**src/rtl/axi_lite_pkg.sv**
```systemverilog
// Shared types and helpers for the AXI4-Lite register slave.
package axi_lite_pkg;

  typedef enum logic [1:0] {
    OKAY   = 2'b00,
    SLVERR = 2'b10
  } resp_e;

  typedef enum logic [1:0] {
    W_ACCEPT,
    W_COMMIT,
    W_RESP
  } wr_state_e;

  typedef enum logic {
    R_ADDR,
    R_DATA
  } rd_state_e;

  // Works on the widest legal bus (64 bits); narrower callers zero-extend and truncate.
  function automatic logic [63:0] strb_merge(input logic [63:0] old_d,
                                             input logic [63:0] new_d,
                                             input logic [7:0]  strb);
    logic [63:0] r;
    r = old_d;
    for (int b = 0; b < 8; b++) begin
      if (strb[b]) r[8*b +: 8] = new_d[8*b +: 8];
    end
    return r;
  endfunction

endpackage

```
**src/rtl/axi_lite_if.sv**
```systemverilog
// AXI4-Lite bus bundle with master and slave views.
interface axi_lite_if #(
  parameter int ADDR_W = 32,
  parameter int DATA_W = 32
);
  logic [ADDR_W-1:0]   awaddr;
  logic                awvalid;
  logic                awready;
  logic [DATA_W-1:0]   wdata;
  logic [DATA_W/8-1:0] wstrb;
  logic                wvalid;
  logic                wready;
  logic [1:0]          bresp;
  logic                bvalid;
  logic                bready;
  logic [ADDR_W-1:0]   araddr;
  logic                arvalid;
  logic                arready;
  logic [DATA_W-1:0]   rdata;
  logic [1:0]          rresp;
  logic                rvalid;
  logic                rready;

  modport master (
    output awaddr, awvalid, wdata, wstrb, wvalid, bready, araddr, arvalid, rready,
    input  awready, wready, bresp, bvalid, arready, rdata, rresp, rvalid
  );

  modport slave (
    input  awaddr, awvalid, wdata, wstrb, wvalid, bready, araddr, arvalid, rready,
    output awready, wready, bresp, bvalid, arready, rdata, rresp, rvalid
  );
endinterface

```
**src/rtl/axi_lite_reg_bank.sv**
```systemverilog
// Register storage with byte-strobe merge; wr_pulse_o exists only when
// AXIL_REGS_WR_PULSE_EN is defined.
module axi_lite_reg_bank
  import axi_lite_pkg::*;
#(
  parameter int                DATA_W    = 32,
  parameter int                N_REGS    = 16,
  parameter logic [DATA_W-1:0] RESET_VAL = '0,
  parameter int                IDX_W     = (N_REGS > 1) ? $clog2(N_REGS) : 1
) (
  input  logic                     ACLK,
  input  logic                     ARESETn,
  input  logic                     we,
  input  logic [IDX_W-1:0]         idx,
  input  logic [DATA_W-1:0]        data,
  input  logic [DATA_W/8-1:0]      strb,
  output logic [N_REGS*DATA_W-1:0] regs_o
`ifdef AXIL_REGS_WR_PULSE_EN
  ,
  output logic [N_REGS-1:0]        wr_pulse_o
`endif
);

  logic [DATA_W-1:0] mem [N_REGS];

  function automatic logic [DATA_W-1:0] merge_word(input logic [DATA_W-1:0]   old_d,
                                                   input logic [DATA_W-1:0]   new_d,
                                                   input logic [DATA_W/8-1:0] s);
    logic [63:0] o64, n64, r64;
    logic [7:0]  s8;
    o64 = '0;
    n64 = '0;
    s8  = '0;
    o64[DATA_W-1:0]   = old_d;
    n64[DATA_W-1:0]   = new_d;
    s8[DATA_W/8-1:0]  = s;
    r64 = strb_merge(o64, n64, s8);
    return r64[DATA_W-1:0];
  endfunction

  always_ff @(posedge ACLK or negedge ARESETn) begin
    if (!ARESETn) begin
      for (int i = 0; i < N_REGS; i++) mem[i] <= RESET_VAL;
    end else begin
      for (int i = 0; i < N_REGS; i++) begin
        if (we && idx == IDX_W'(i)) mem[i] <= merge_word(mem[i], data, strb);
      end
    end
  end

  for (genvar g = 0; g < N_REGS; g++) begin : g_flat
    assign regs_o[g*DATA_W +: DATA_W] = mem[g];
  end

`ifdef AXIL_REGS_WR_PULSE_EN
  // Pulse lines up with the first BVALID cycle; an all-zero strobe is not a write.
  always_ff @(posedge ACLK or negedge ARESETn) begin
    if (!ARESETn) begin
      wr_pulse_o <= '0;
    end else begin
      for (int i = 0; i < N_REGS; i++) begin
        wr_pulse_o[i] <= we && (|strb) && (idx == IDX_W'(i));
      end
    end
  end
`endif

endmodule

```
**src/rtl/axi_lite_reg_slave.sv**
```systemverilog
// AXI4-Lite slave over N_REGS control registers, independent read/write FSMs.
// Optional per-register write strobe output enabled by AXIL_REGS_WR_PULSE_EN.
module axi_lite_reg_slave
  import axi_lite_pkg::*;
#(
  parameter int                ADDR_W    = 32,
  parameter int                DATA_W    = 32,
  parameter int                N_REGS    = 16,
  parameter logic [DATA_W-1:0] RESET_VAL = '0
) (
  input  logic                     ACLK,
  input  logic                     ARESETn,
  axi_lite_if.slave                S_AXI_LITE,
  output logic [N_REGS*DATA_W-1:0] regs_o
`ifdef AXIL_REGS_WR_PULSE_EN
  ,
  output logic [N_REGS-1:0]        wr_pulse_o
`endif
);

  localparam int STRB_W   = DATA_W / 8;
  localparam int ADDR_LSB = $clog2(STRB_W);
  localparam int IDX_W    = ADDR_W - ADDR_LSB;
  localparam int BI_W     = (N_REGS > 1) ? $clog2(N_REGS) : 1;

  function automatic logic idx_ok(input logic [IDX_W-1:0] idx);
    return 64'(idx) < 64'(N_REGS);
  endfunction

  wr_state_e           wr_state, wr_next;
  logic                aw_got, w_got;
  logic                aw_rdy, w_rdy, aw_hs, w_hs;
  logic [IDX_W-1:0]    aw_idx;
  logic [DATA_W-1:0]   w_data;
  logic [STRB_W-1:0]   w_strb;
  logic                b_valid;
  resp_e               b_resp;
  logic                wr_in_range, wr_en;

  rd_state_e           rd_state, rd_next;
  logic                ar_rdy, ar_hs;
  logic [IDX_W-1:0]    ar_idx;
  logic [DATA_W-1:0]   rd_word, r_data;
  resp_e               r_resp;
  logic                r_valid;

  logic                unused_addr_lsbs;
  assign unused_addr_lsbs = ^{S_AXI_LITE.awaddr[ADDR_LSB-1:0], S_AXI_LITE.araddr[ADDR_LSB-1:0]};

  // Write FSM
  always_comb begin
    wr_next = wr_state;
    aw_rdy  = 1'b0;
    w_rdy   = 1'b0;
    aw_hs   = 1'b0;
    w_hs    = 1'b0;
    case (wr_state)
      W_ACCEPT: begin
        aw_rdy = !aw_got;
        w_rdy  = !w_got;
        aw_hs  = S_AXI_LITE.awvalid && aw_rdy;
        w_hs   = S_AXI_LITE.wvalid && w_rdy;
        if ((aw_got || aw_hs) && (w_got || w_hs)) wr_next = W_COMMIT;
      end
      W_COMMIT: wr_next = W_RESP;
      W_RESP:   if (S_AXI_LITE.bready) wr_next = W_ACCEPT;
      default:  wr_next = W_ACCEPT;
    endcase
  end

  always_ff @(posedge ACLK or negedge ARESETn) begin
    if (!ARESETn) begin
      wr_state <= W_ACCEPT;
      aw_got   <= 1'b0;
      w_got    <= 1'b0;
      b_valid  <= 1'b0;
      b_resp   <= OKAY;
    end else begin
      wr_state <= wr_next;
      if (aw_hs) aw_got <= 1'b1;
      if (w_hs)  w_got  <= 1'b1;
      if (wr_state == W_COMMIT) begin
        b_valid <= 1'b1;
        b_resp  <= wr_in_range ? OKAY : SLVERR;
        aw_got  <= 1'b0;
        w_got   <= 1'b0;
      end
      if (wr_state == W_RESP && S_AXI_LITE.bready) b_valid <= 1'b0;
    end
  end

  // Capture registers carry no state of their own; the got flags qualify them.
  always_ff @(posedge ACLK) begin
    if (aw_hs) aw_idx <= S_AXI_LITE.awaddr[ADDR_W-1:ADDR_LSB];
    if (w_hs) begin
      w_data <= S_AXI_LITE.wdata;
      w_strb <= S_AXI_LITE.wstrb;
    end
  end

  assign wr_in_range = idx_ok(aw_idx);
  assign wr_en       = (wr_state == W_COMMIT) && wr_in_range;

  axi_lite_reg_bank #(
    .DATA_W    (DATA_W),
    .N_REGS    (N_REGS),
    .RESET_VAL (RESET_VAL),
    .IDX_W     (BI_W)
  ) u_bank (
    .ACLK       (ACLK),
    .ARESETn    (ARESETn),
    .we         (wr_en),
    .idx        (aw_idx[BI_W-1:0]),
    .data       (w_data),
    .strb       (w_strb),
    .regs_o     (regs_o)
`ifdef AXIL_REGS_WR_PULSE_EN
    ,
    .wr_pulse_o (wr_pulse_o)
`endif
  );

  // Read FSM; the mux yields zero for out-of-range indices.
  assign ar_idx = S_AXI_LITE.araddr[ADDR_W-1:ADDR_LSB];

  always_comb begin
    rd_word = '0;
    for (int i = 0; i < N_REGS; i++) begin
      if (64'(ar_idx) == 64'(i)) rd_word = regs_o[i*DATA_W +: DATA_W];
    end
  end

  always_comb begin
    rd_next = rd_state;
    ar_rdy  = 1'b0;
    ar_hs   = 1'b0;
    case (rd_state)
      R_ADDR: begin
        ar_rdy = 1'b1;
        ar_hs  = S_AXI_LITE.arvalid;
        if (ar_hs) rd_next = R_DATA;
      end
      R_DATA:  if (S_AXI_LITE.rready) rd_next = R_ADDR;
      default: rd_next = R_ADDR;
    endcase
  end

  always_ff @(posedge ACLK or negedge ARESETn) begin
    if (!ARESETn) begin
      rd_state <= R_ADDR;
      r_valid  <= 1'b0;
      r_data   <= '0;
      r_resp   <= OKAY;
    end else begin
      rd_state <= rd_next;
      if (ar_hs) begin
        r_valid <= 1'b1;
        r_data  <= rd_word;
        r_resp  <= idx_ok(ar_idx) ? OKAY : SLVERR;
      end else if (rd_state == R_DATA && S_AXI_LITE.rready) begin
        r_valid <= 1'b0;
      end
    end
  end

  assign S_AXI_LITE.awready = aw_rdy;
  assign S_AXI_LITE.wready  = w_rdy;
  assign S_AXI_LITE.bvalid  = b_valid;
  assign S_AXI_LITE.bresp   = b_resp;
  assign S_AXI_LITE.arready = ar_rdy;
  assign S_AXI_LITE.rvalid  = r_valid;
  assign S_AXI_LITE.rdata   = r_data;
  assign S_AXI_LITE.rresp   = r_resp;

endmodule

```
**src/flat_wrapper.sv**
```systemverilog
// flat-port wrapper written by rule: the top's interface ports become plain ports
module axi_lite_reg_slave_flat import axi_lite_pkg::*;
#(
  parameter int                ADDR_W    = 32,
  parameter int                DATA_W    = 32,
  parameter int                N_REGS    = 16,
  parameter logic [DATA_W-1:0] RESET_VAL = '0
)
  (ACLK, ARESETn, regs_o, S_AXI_LITE_awaddr, S_AXI_LITE_awvalid, S_AXI_LITE_wdata, S_AXI_LITE_wstrb, S_AXI_LITE_wvalid, S_AXI_LITE_bready, S_AXI_LITE_araddr, S_AXI_LITE_arvalid, S_AXI_LITE_rready, S_AXI_LITE_awready, S_AXI_LITE_wready, S_AXI_LITE_bresp, S_AXI_LITE_bvalid, S_AXI_LITE_arready, S_AXI_LITE_rdata, S_AXI_LITE_rresp, S_AXI_LITE_rvalid);
  axi_lite_if #(.ADDR_W(ADDR_W), .DATA_W(DATA_W)) S_AXI_LITE_i ();
  input  logic ACLK;
  input  logic ARESETn;
  output logic [N_REGS*DATA_W-1:0] regs_o;
  input wire logic [$bits(S_AXI_LITE_i.awaddr)-1:0] S_AXI_LITE_awaddr;
  input wire logic [$bits(S_AXI_LITE_i.awvalid)-1:0] S_AXI_LITE_awvalid;
  input wire logic [$bits(S_AXI_LITE_i.wdata)-1:0] S_AXI_LITE_wdata;
  input wire logic [$bits(S_AXI_LITE_i.wstrb)-1:0] S_AXI_LITE_wstrb;
  input wire logic [$bits(S_AXI_LITE_i.wvalid)-1:0] S_AXI_LITE_wvalid;
  input wire logic [$bits(S_AXI_LITE_i.bready)-1:0] S_AXI_LITE_bready;
  input wire logic [$bits(S_AXI_LITE_i.araddr)-1:0] S_AXI_LITE_araddr;
  input wire logic [$bits(S_AXI_LITE_i.arvalid)-1:0] S_AXI_LITE_arvalid;
  input wire logic [$bits(S_AXI_LITE_i.rready)-1:0] S_AXI_LITE_rready;
  output wire logic [$bits(S_AXI_LITE_i.awready)-1:0] S_AXI_LITE_awready;
  output wire logic [$bits(S_AXI_LITE_i.wready)-1:0] S_AXI_LITE_wready;
  output wire logic [$bits(S_AXI_LITE_i.bresp)-1:0] S_AXI_LITE_bresp;
  output wire logic [$bits(S_AXI_LITE_i.bvalid)-1:0] S_AXI_LITE_bvalid;
  output wire logic [$bits(S_AXI_LITE_i.arready)-1:0] S_AXI_LITE_arready;
  output wire logic [$bits(S_AXI_LITE_i.rdata)-1:0] S_AXI_LITE_rdata;
  output wire logic [$bits(S_AXI_LITE_i.rresp)-1:0] S_AXI_LITE_rresp;
  output wire logic [$bits(S_AXI_LITE_i.rvalid)-1:0] S_AXI_LITE_rvalid;
  assign S_AXI_LITE_i.awaddr = S_AXI_LITE_awaddr;
  assign S_AXI_LITE_i.awvalid = S_AXI_LITE_awvalid;
  assign S_AXI_LITE_i.wdata = S_AXI_LITE_wdata;
  assign S_AXI_LITE_i.wstrb = S_AXI_LITE_wstrb;
  assign S_AXI_LITE_i.wvalid = S_AXI_LITE_wvalid;
  assign S_AXI_LITE_i.bready = S_AXI_LITE_bready;
  assign S_AXI_LITE_i.araddr = S_AXI_LITE_araddr;
  assign S_AXI_LITE_i.arvalid = S_AXI_LITE_arvalid;
  assign S_AXI_LITE_i.rready = S_AXI_LITE_rready;
  assign S_AXI_LITE_awready = S_AXI_LITE_i.awready;
  assign S_AXI_LITE_wready = S_AXI_LITE_i.wready;
  assign S_AXI_LITE_bresp = S_AXI_LITE_i.bresp;
  assign S_AXI_LITE_bvalid = S_AXI_LITE_i.bvalid;
  assign S_AXI_LITE_arready = S_AXI_LITE_i.arready;
  assign S_AXI_LITE_rdata = S_AXI_LITE_i.rdata;
  assign S_AXI_LITE_rresp = S_AXI_LITE_i.rresp;
  assign S_AXI_LITE_rvalid = S_AXI_LITE_i.rvalid;
  axi_lite_reg_slave #(.ADDR_W(ADDR_W), .DATA_W(DATA_W), .N_REGS(N_REGS), .RESET_VAL(RESET_VAL)) u_core (.ACLK(ACLK), .ARESETn(ARESETn), .S_AXI_LITE(S_AXI_LITE_i), .regs_o(regs_o));
endmodule
```
**config.mk**
```make
export PLATFORM = sky130hd
export DESIGN_NAME = axi_lite_reg_slave_flat
export DESIGN_NICKNAME = d
export VERILOG_FILES = /design/src/rtl/axi_lite_pkg.sv /design/src/rtl/axi_lite_if.sv /design/src/rtl/axi_lite_reg_bank.sv /design/src/rtl/axi_lite_reg_slave.sv /design/src/flat_wrapper.sv
export SDC_FILE = /design/constraint.sdc
export NUM_CORES = 1
export LEC_CHECK = 0
export ABC_AREA = 1
export BUFFER_PORTS_ARGS = -buffer_cell sky130_fd_sc_hd__buf_2
export CAP_MARGIN = 15
export CORE_ASPECT_RATIO = 0.6
export CORE_MARGIN = 5
export CORE_UTILIZATION = 50
export DETAILED_ROUTE_END_ITERATION = 8
export PLACE_DENSITY = 0.76
export SYNTH_ARGS = -nofsm -noshare
export SYNTH_HDL_FRONTEND = slang
export SYNTH_SLANG_ARGS = --single-unit
```
**constraint.sdc**
```tcl
create_clock -name ACLK -period 6.2 [get_ports ACLK]
set_input_delay 0.62 -clock ACLK [delete_from_list [all_inputs] [get_ports ACLK]]
set_output_delay 0.62 -clock ACLK [all_outputs]
set_load 0.05 [all_outputs]
```
# ---- Yosys cells after proc, flatten, opt, wreduce, memory -nomap -nowiden
# Cells that the tools add are included.
dict set report op_classes {
  n_lt_le_gt_ge 2
  n_eq_ne 34
  muxes 38
  bitwise 1
  n_reduce_logical 98
}
# operator n
set op_table {}
lappend op_table {{32-bit two-way mux} 16}
lappend op_table {{30-bit by 4-bit == test with 1-bit output (second input constant)} 8}
lappend op_table {{2-bit AND reduction} 65}
lappend op_table {{30-bit by 3-bit == test with 1-bit output (second input constant)} 4}
lappend op_table {{30-bit by 2-bit == test with 1-bit output (second input constant)} 2}
lappend op_table {{30-bit by 5-bit < comparator with 1-bit output (second input constant)} 2}
lappend op_table {{4-bit == test (second input constant)} 8}
lappend op_table {{30-bit by 1-bit == test with 1-bit output (second input constant)} 1}
lappend op_table {{30-bit zero test} 1}
lappend op_table {{1-bit logical AND} 22}
lappend op_table {{4-bit by 3-bit == test with 1-bit output (second input constant)} 4}
lappend op_table {{1-bit two-way mux} 16}
lappend op_table {{4-bit by 2-bit == test with 1-bit output (second input constant)} 2}
lappend op_table {{2-bit two-way mux} 4}
lappend op_table {{2-bit nonzero test} 4}
lappend op_table {{2-bit one-hot mux with 3 select lines} 1}
lappend op_table {{4-bit by 1-bit == test with 1-bit output (second input constant)} 1}
lappend op_table {{4-bit zero test} 1}
lappend op_table {{2-bit by 1-bit == test with 1-bit output (second input constant)} 1}
lappend op_table {{2-bit == test (second input constant)} 1}
lappend op_table {{1-bit zero test} 2}
lappend op_table {{2-bit zero test} 1}
lappend op_table {{1-bit logical OR} 2}
lappend op_table {{2-bit by 1-bit != test with 1-bit output (second input constant)} 1}
lappend op_table {{3 further kinds} 3}
dict set report totals {
  ff_bits 621
  inputBits 107
  output_inout_bits 553
  word_cells 249
}

# ---- Logic depth before layout (Yosys ltp)
dict set report logic_depth {
  depth_word 17
  ltp_mapped 17
  ltp_nobuf 15
}

# ---- Modules after synthesis
# A second synthesis with hierarchy kept.
dict set report hier_totals {
  cells_unflattened 3610
  hier_area_um2 29179.2
}
# mod n_inst cells_per_inst area_per_inst_um2
set by_module_without_submodules {}
lappend by_module_without_submodules {axi_lite_reg_bank 1 2363 21102.7}
lappend by_module_without_submodules {axi_lite_reg_slave 1 1247 8076.5}

# ---- Least setup slack after synthesis
# OpenSTA, ideal clock, no wires.
dict set report synth_path {
  kind {flip-flop to flip-flop}
  start {register u_core.wr_state[1]}
  end {register u_core.w_data[0], enable pin}
  arrival_time_ns 2.113
  required_time_ns 5.809
  setup_slack_ns 3.696
  path_stages_with_launch 6
  path_cell_list {dfrtp_1 nor2_1 inv_1 nor2_1 nand2_1 inv_1}
}
dict set report synth_between {
  elab_chain_cells 2
}
# item line
set synth_rtl {}
lappend synth_rtl {{start: declaration} axi_lite_reg_slave.sv:30} ;# wr_state_e wr_state, wr_next;
lappend synth_rtl {{start signal: assignment} axi_lite_reg_slave.sv:79} ;# wr_state <= wr_next;
lappend synth_rtl {{2-bit zero test} axi_lite_reg_slave.sv:57} ;# case (wr_state)
lappend synth_rtl {{1-bit two-way mux} axi_lite_reg_slave.sv:57}
lappend synth_rtl {{via u_core.w_hs} axi_lite_reg_slave.sv:32} ;# logic aw_rdy, w_rdy, aw_hs, w_hs;
lappend synth_rtl {{end signal: assignment} axi_lite_reg_slave.sv:96} ;# w_data <= S_AXI_LITE.wdata;
lappend synth_rtl {{end: declaration} axi_lite_reg_slave.sv:34} ;# logic [DATA_W-1:0] w_data;
# The timed path passes the listed nets, and every way through them passes these cells.
# A chain may end at the register's enable or synchronous reset.

# ---- Worst setup path after layout
dict set report layout_path {
  start {input port S_AXI_LITE_araddr[30]}
  end {register u_core.r_data[13] (netlist: u_core.S_AXI_LITE.rdata[13])}
}
dict set report layout_between {
  elab_chain_cells 17
  elab_cells_between_ends 32
}
# item line
set layout_rtl {}
lappend layout_rtl {{start: declaration} flat_wrapper.sv:20} ;# input wire logic [$bits(S_AXI_LITE_i.araddr)-1:0] S_AXI_LITE_araddr;
lappend layout_rtl {{30-bit zero test} axi_lite_reg_slave.sv:129} ;# if (64'(ar_idx) == 64'(i)) rd_word = regs_o[i*DATA_W +: DATA_W];
lappend layout_rtl {{32-bit two-way mux (15 in series)} axi_lite_reg_slave.sv:129}
lappend layout_rtl {{32-bit two-way mux (*)} axi_lite_reg_slave.sv:129}
lappend layout_rtl {{end signal: assignment} axi_lite_reg_slave.sv:158} ;# r_data <= rd_word;
lappend layout_rtl {{end: declaration} axi_lite_reg_slave.sv:43} ;# logic [DATA_W-1:0] rd_word, r_data;
# Mark *: on every way between the ends. The rest lies on a longest branch, timed or not.

==> out/results.tsv <==
metric	value	unit
run status	finished, final reports clean	
share of layout cells above drive strength 1	23.3	%
Worst-Skew Late Latency	590	ps
total via count in the routed design	24300	
startpoint-to-endpoint class of the critical path	input pin to flip-flop	
hpwl dp	71100	µm
Clock Tree Root	clkbuf_16	
netlist area before placement	26700	µm²
max-cap violation count	0	
dominant cell type by area after synthesis	dfrtp_1	
vias in the first global route	21900	
Crit path top cell by count	nor2_1	
overflow left after global routing	0	
clock tree from TritonCTS	built	
vertical extent of the die	189	µm
setup repair after global routing missed its margin	false	
starting DRC count in detailed routing	3365	
Routed Wire Length	95000	µm
top cells by instance count after synthesis	nand2_1, dfrtp_1, o21ai_0	
Layout Nets	3676	
number of library cell types mapped by synthesis	31	
critical path cell sequence	buf_2 > nor2_1 > nand3_4 > nor2_4 > nand4_1 > buf_4 > nor2_1 > nor2_1 > nand4_1 > nor2_1 > nand4_1 > nor2_1 > nand4_1 > nand2_1 > nand2_1	
DP Worst Slack	1700	ps
H-tree level count	2	
power density normalized to cell area	267	nW/µm²
dominant cell by count in the synthesized netlist	nand2_1	
final count of hold timing violations	0	
slew at the pin with the worst max-slew slack	1150	ps
synthesized instance count	3011	
clock net sink count	619	
cells resized by post-CTS repair	0	
Area contributors post-synth	dfrtp_1, nand2_1, o21ai_0, edfxtp_1, nor2_1	
final critical delay including setup and external delays	3960	ps
max-slew violations	0	
initial antenna violation count	2	
category of the worst setup path capture point	flip-flop	
Total Die Area	58300	µm²
kind of start point of the critical path	input pin	
data required time at the worst endpoint	6730	ps
FFs w/ async S/R, synth	89.3	%
standard-cell rows	65	
Peak Freq	0.253	GHz
period utilization	63.8	%
count of unresolved DRC violations after routing	0	
clock-pin slew of the registers on the worst-case setup and hold paths	60	ps
crit path max-delay cell type	nand4_1	
fraction of post-synthesis cell area in the top cell type by area	51.8	%
Crit path arrival time	4490	ps
delay contributed by the slowest stage of the critical path	1010	ps
Num CTS Buffers	57	
Hold/Removal Path Class	input pin to asynchronous set/reset pin	
area occupied by multi-input gates	9340	µm²
primary flip-flop cell chosen by synthesis mapping	dfrtp_1	
Worst Slack Setup Final	2240	ps
drt first pass iters	6	
largest vdd supply drop	0.487	mV
number of ports placed on the die boundary	660	
count of flip-flops with a built-in enable after synthesis	66	
Fin Clk Skew	22.7	ps
register area	15800	µm²
Post-Layout Inst Area	32100	µm²
drt wl/cell	22.0	µm
count of input and output buffers	653	
GRT Total Usage	31.5	%
setup violation total in the final timing report	0	
average cell area after synthesis	8.88	µm²
static leakage power	16.1	nW
Max-slew headroom	22.7	%
pin count of the biggest net entering global routing	175	
hold-fix buffer count after cts	0	
number of buffers inserted by post-CTS setup repair	0	
antenna violation net count after detailed routing	0	
area after detailed placement	30100	µm²
average vias per placed instance	5.63	
TNS Setup	0	ps
number of buffers between clock root and the deepest sink	3	
highest fanout seen on the critical path	32	
total number of yosys warnings	0	
number of flip-flops and latches in the synthesized netlist	619	
wire length of the first global-routing pass	140000	µm
width of the chip	308	µm
Routability Congestion	0.943	
Filler Cell Count	4607	
effective utilization at floorplan	50.7	%
layout overhead on the synthesized area	20.0	%
sequential element share of the synthesized area	59.2	%
standard cell core area	52700	µm²
[power breakdown]
| part | switching (W) | total [W] | internal, W |
|---|---|---|---|
| Clock | 0.00160 | 0.00365 | 0.00205 |
| Combinational | 0.000524 | 0.000599 | 0.0000749 |
| Sequential | 0.0000738 | 0.00430 | 0.00423 |
| Total | 0.00220 | 0.00855 | 0.00635 |
[per-layer routing]
metal  share of wire (%)  global-route usage (%)  wire length, µm  vias to the layer above
met5                   0                       0                0                        -
met2                  41                    43.6            39000                     1500
met1                  42                    47.8            40000                    11600
met3                  13                    9.66            12300                      198
li1                    -                       -                -                    11000
met4                 3.8                    9.32             3630                        0
[per-stage QoR]
| step | power (W) | hold WS, ps | cells | util, % |
|---|---|---|---|---|
| 2_1_floorplan | 0.00465 | 324 | 3012 | - |
| 3_3_place_gp | 0.00495 | 423 | 4213 | 57.2 |
| 3_5_place_dp | 0.00496 | 428 | 4213 | 57.2 |
| 4_1_cts | 0.00857 | 128 | 4319 | 60.8 |
| 5_1_grt | 0.00882 | 145 | 4321 | 60.8 |
| 6_report | 0.00855 | 66.8 | 4321 | 60.8 |
[registers in the layout (all words and copies together), names as in the netlist, 2 cells and up]
| name | flops |
|---|---|
| u_core.w_strb | 4 |
| u_core.aw_idx | 30 |
| u_core.u_bank.regs_o | 512 |
| u_core.S_AXI_LITE.rdata | 32 |
| u_core.wr_state | 2 |
| u_core.w_data | 32 |
[cell usage in the layout (no fill, tap or decap), types with 20 or more instances in the layout]
cell and count:
buf_2 652, clkbuf_16 60, nand3_1 140, nand2_2 42, o21ai_1 75, edfxtp_1 66, dfrtp_1 553, o21ai_0 441
nor2_1 221, inv_1 164, nand4_1 130, nand2_1 955, buf_4 20
[final timing paths]
check                                            from                     endpoint  slack [ps]  cells past startpoint
min in group ACLK                 S_AXI_LITE_wdata[4]             u_core.w_data[4]         190                      1
worst min-delay path                          ARESETn    u_core.u_bank.regs_o[453]          70                      1
worst max-delay path            S_AXI_LITE_araddr[30]  u_core.S_AXI_LITE.rdata[13]        2240                     15
max in group asynchronous                     ARESETn     u_core.u_bank.regs_o[50]        4530                      2
worst min register to register        u_core.rd_state     u_core.S_AXI_LITE.rvalid         440                      1
worst max register to register      u_core.aw_idx[16]    u_core.u_bank.regs_o[117]        2290                      7
[cell type report]
| class | instances | share of cell area [%] |
|---|---|---|
| Antenna cell | 2 | 0.0156 |
| Inverter | 165 | 1.93 |
| Timing Repair Buffer | 675 | 10.8 |
| Clock inverter | 31 | 0.847 |
| Multi-Input combinational cell | 2051 | 29.1 |
| Clock buffer | 75 | 5.17 |
| Sequential cell | 619 | 49.3 |
| Tap cell | 703 | 2.74 |
[logic make-up after synthesis]
| kind of cell | share of synthesized area [%] |
|---|---|
| other cells | 0.0140 |
| flops | 59.2 |
| simple gates | 24.9 |
| buf+inv | 6.17 |
| compound gates | 9.74 |
[critical path, delay by kind of cell]
family / cells / cell delay, ps
buf+inv: 2 / 620
simple gates: 13 / 3200
Power figures use the tool's default switching activity.
